===== src/rtl/bit_fill.sv =====
// Sequential mask generator: sets exactly clamp(count_i) bits of out_o, one bit per clock.
// Define BIT_FILL_MSB_EN to fill from the MSB end instead of the LSB end.
//
// state | meaning
// IDLE  | waiting for go_i, out_o holds 0 after reset
// FILL  | inserting one 1-bit per cycle until ctr_q reaches 0
// DONE  | out_o holds the result; go_i restarts immediately
module bit_fill #(
    parameter int WIDTH = 8
) (
    input  logic                           clk,
    input  logic                           rst,
    input  logic                           go_i,
    input  logic [$clog2(WIDTH+1)-1:0]     count_i,
    output logic                           busy_o,
    output logic                           done_o,
    output logic [WIDTH-1:0]               out_o
);

    localparam int CW = $clog2(WIDTH + 1);
    localparam logic [CW-1:0] WIDTH_C = CW'(WIDTH);

    typedef enum logic [1:0] {
        IDLE = 2'd0,
        FILL = 2'd1,
        DONE = 2'd2
    } state_e;

    state_e           state_q, state_d;
    logic [WIDTH-1:0] vec_q, vec_d;
    logic [CW-1:0]    ctr_q, ctr_d;
    logic [CW-1:0]    count_clamped;
    logic [WIDTH-1:0] fill_step;

    // count_i can encode values above WIDTH; never shift more than WIDTH times
    assign count_clamped = (count_i > WIDTH_C) ? WIDTH_C : count_i;

`ifdef BIT_FILL_MSB_EN
    assign fill_step = {1'b1, vec_q[WIDTH-1:1]};
`else
    assign fill_step = {vec_q[WIDTH-2:0], 1'b1};
`endif

    always_ff @(posedge clk or posedge rst) begin
        if (rst) begin
            state_q <= IDLE;
            vec_q   <= '0;
            ctr_q   <= '0;
        end else begin
            state_q <= state_d;
            vec_q   <= vec_d;
            ctr_q   <= ctr_d;
        end
    end

    always_comb begin
        state_d = state_q;
        vec_d   = vec_q;
        ctr_d   = ctr_q;
        unique case (state_q)
            IDLE, DONE: begin
                if (go_i) begin
                    state_d = FILL;
                    vec_d   = '0;
                    ctr_d   = count_clamped;
                end
            end
            FILL: begin
                if (ctr_q != '0) begin
                    vec_d = fill_step;
                    ctr_d = ctr_q - CW'(1);
                end else begin
                    state_d = DONE;
                end
            end
            default: state_d = IDLE;
        endcase
    end

    always_comb begin
        busy_o = (state_q == FILL);
        done_o = (state_q == DONE);
    end

    assign out_o = vec_q;

endmodule


===== config.mk =====
export PLATFORM = sky130hd
export DESIGN_NAME = bit_fill
export DESIGN_NICKNAME = d
export VERILOG_FILES = /design/src/rtl/bit_fill.sv
export SDC_FILE = /design/constraint.sdc
export NUM_CORES = 1
export LEC_CHECK = 0
export ABC_AREA = 1
export ABC_CLOCK_PERIOD_IN_PS = 1700
export BUFFER_PORTS_ARGS = -buffer_cell sky130_fd_sc_hd__buf_4
export CAP_MARGIN = 20
export CORE_MARGIN = 5
export CORE_UTILIZATION = 51
export DETAILED_ROUTE_END_ITERATION = 8
export PLACE_DENSITY = 0.76
export REMOVE_ABC_BUFFERS = 1
export SYNTH_ARGS = -nofsm -noshare
export SYNTH_HDL_FRONTEND = slang
export SYNTH_SLANG_ARGS = --single-unit

===== constraint.sdc =====
create_clock -name clk -period 1.7 [get_ports clk]
set_input_delay 0.34 -clock clk [delete_from_list [all_inputs] [get_ports clk]]
set_output_delay 0.34 -clock clk [all_outputs]
set_load 0.01 [all_outputs]

==> results.json <==
{
  "clkTransAtPathRegs_ns": 0.08,
  "synth_area_um2": 771,
  "die_h_um": 48.9,
  "wire_per_inst_um": 12.6,
  "setup_tns_ns": 0,
  "cp_top_family": "flip-flops",
  "vias_per_cell": 5.11,
  "finalNetCount": 108,
  "yosysTopAreaCell": "dfrtp_1",
  "grt_max_degree": 15,
  "grt_pass1_vias": 602,
  "clk_latency_ns": 0.28,
  "cts.sinks": 14,
  "fmax_mhz": 658,
  "avgSynthCellArea_um2": 9.40,
  "worst-endpoint-arrival_ns": 1.18,
  "fin_util_pct": 61.3,
  "tritoncts": "built",
  "die_area_um2": 2390,
  "area_growth_pct": 17.0,
  "num_io_pins": 17,
  "status": "finished clean",
  "start_util_pct": 52.4,
  "dr_wl_met2_um": 675,
  "diodes": 0,
  "drt_iter0_markers": 6,
  "hold_buffers": 0,
  "rsz0062_at_grt": "false",
  "synth_ff_type": "dfrtp_1",
  "cts-root-buf": "clkbuf_4",
  "ys_seq_elements": 14,
  "max_stage_delay_ns": 0.41,
  "antenna_found_initial": 0,
  "grt_use_total_pct": 13.6,
  "port_buffers": 16,
  "ys_seq_area_share_pct": 45.5,
  "fillers": 134,
  "gr-total-overflow": 0,
  "top_layer": "met4",
  "maxCapViolCount": 0,
  "finalNonFillerCells": 115,
  "synth_top_area_share_pct": 45.5,
  "postRouteAntennaNets": 0,
  "drive_above_1_share_pct": 38.4,
  "crit_type": "reg2out",
  "numCtsBuffers": 3,
  "drt_pass1_iterations": 4,
  "p_leak_nw": 0.475,
  "drc": 0,
  "finalSetupViolCount": 0,
  "die-width_um": 48.9,
  "m1WireLength_um": 650,
  "clock_skew_ns": 0.00439,
  "power_density_nw_per_um2": 2040,
  "timing.final.crit_share_pct": 89.4,
  "synth_edf_count": 0,
  "routabilityCongestion": 0.809,
  "yosysWarnings": 0,
  "slew_headroom_pct": 64.6,
  "tightest_slew_ns": 0.531,
  "wl_mm": 1.45,
  "cpMaxStageDelayCell": "dfrtp_1",
  "dp_hpwl_mm": 1.10,
  "met3_length_um": 84,
  "holdWs_ns": 0.0923,
  "coreArea_um2": 1470,
  "yosysUniqueCellTypes": 21,
  "crit_fanout": 6,
  "vdd_ir_drop_max_uv": 926,
  "startpoint_type": "register",
  "ys_top_cells_by_area": "dfrtp_1, nand2_1, nand3_2, nand3_1, buf_12",
  "ctsResizeCount": 0,
  "hold_viol": 0,
  "dp.cells": 111,
  "synth_most_common_cell": "nand2_1",
  "row_count": 14,
  "post-cts-setup-buffers": 0,
  "hold_path_class": "in2async",
  "path_buf_inv": 1,
  "ctsLongestPathBuffers": 2,
  "synth_cells": 82,
  "synthTopCellsByCount": "nand2_1, dfrtp_1, nand3_1",
  "async_reset_ff_share_pct": 100,
  "required_ns": 1.36,
  "cp-end-kind": "output port",
  "crit_chain": "nor2_4, buf_4",
  "period_needed_ns": 1.52,
  "h-tree-depth": 1,
  "dr_total_vias": 588,
  "grt_pass1_wl_mm": 2.55,
  "drv_slew": 0
}
[worst paths after layout]
check | startpoint | to | slack (ns) | depth (start not counted)
max in group asynchronous | rst | out_o[2] | 1.25 | 2
min | rst | out_o[3] | 0.09 | 2
max reg2reg | ctr_q[0] | out_o[6] | 0.32 | 7
min reg2reg | out_o[7] | out_o[7] | 0.53 | 2
min in group clk | go_i | state_q[1] | 0.28 | 2
max | state_q[1] | busy_o | 0.18 | 2
[cells by family after synthesis]
family,Yosys count,synth area share (%)
simple gates,47,35.4
flops,14,45.5
buf+inv,13,11.9
compound gates,6,4.54
xor+xnor,1,1.14
fa+ha+maj,1,1.62
[layer usage]
metal,track usage [%],vias up
met2,22.4,20
met5,0,-
met1,14.6,265
li1,-,298
met3,3.67,5
met4,10.3,0
[cell type report]
type,instances,area [µm²],area share (%)
Multi-Input combinational cell,55,329,36.5
Timing Repair Buffer,17,128,14.1
Sequential cell,14,350,38.8
Inverter,9,38.8,4.30
Clock buffer,4,36.3,4.02
Tap cell,16,20.0,2.22
[registers in the layout, summed over array words and instances, names as in the netlist]
signal,count
ctr_q,4
out_o,8
state_q,2
[stage by stage]
step	instance area [µm²]	power, mW	setup slack (ns)
CTS	902	1.86	0.169
global route	902	2.00	0.124
global placement	866	1.58	0.411
finish	902	1.84	0.180
floorplan	718	1.30	0.375
detailed placement	866	1.62	0.333
[cells in the final DEF (no fill, tap or decap)]
cell,netlist,routed
buf_4,1,17
clkbuf_4,0,3
clkbuf_8,0,1
dfrtp_1,14,14
ha_1,1,1
inv_1,7,7
inv_2,1,1
inv_6,1,1
nand2_1,20,20
nand2_2,2,2
nand2_4,2,2
nand3_1,12,12
nand3_2,7,7
nor2_1,1,1
nor2_2,1,1
nor2_4,2,2
o21ai_0,1,1
o21ai_1,3,3
o21ai_2,1,1
o22ai_1,1,1
xnor2_1,1,1
[where the power goes]
group          leakage (nW)  total [mW]  switching [mW]  internal [mW]
sequential            0.181       0.572           0.109          0.463
combinational         0.274        1.03           0.644          0.388
clock                0.0210       0.238           0.107          0.130
Power figures use the tool's default switching activity.
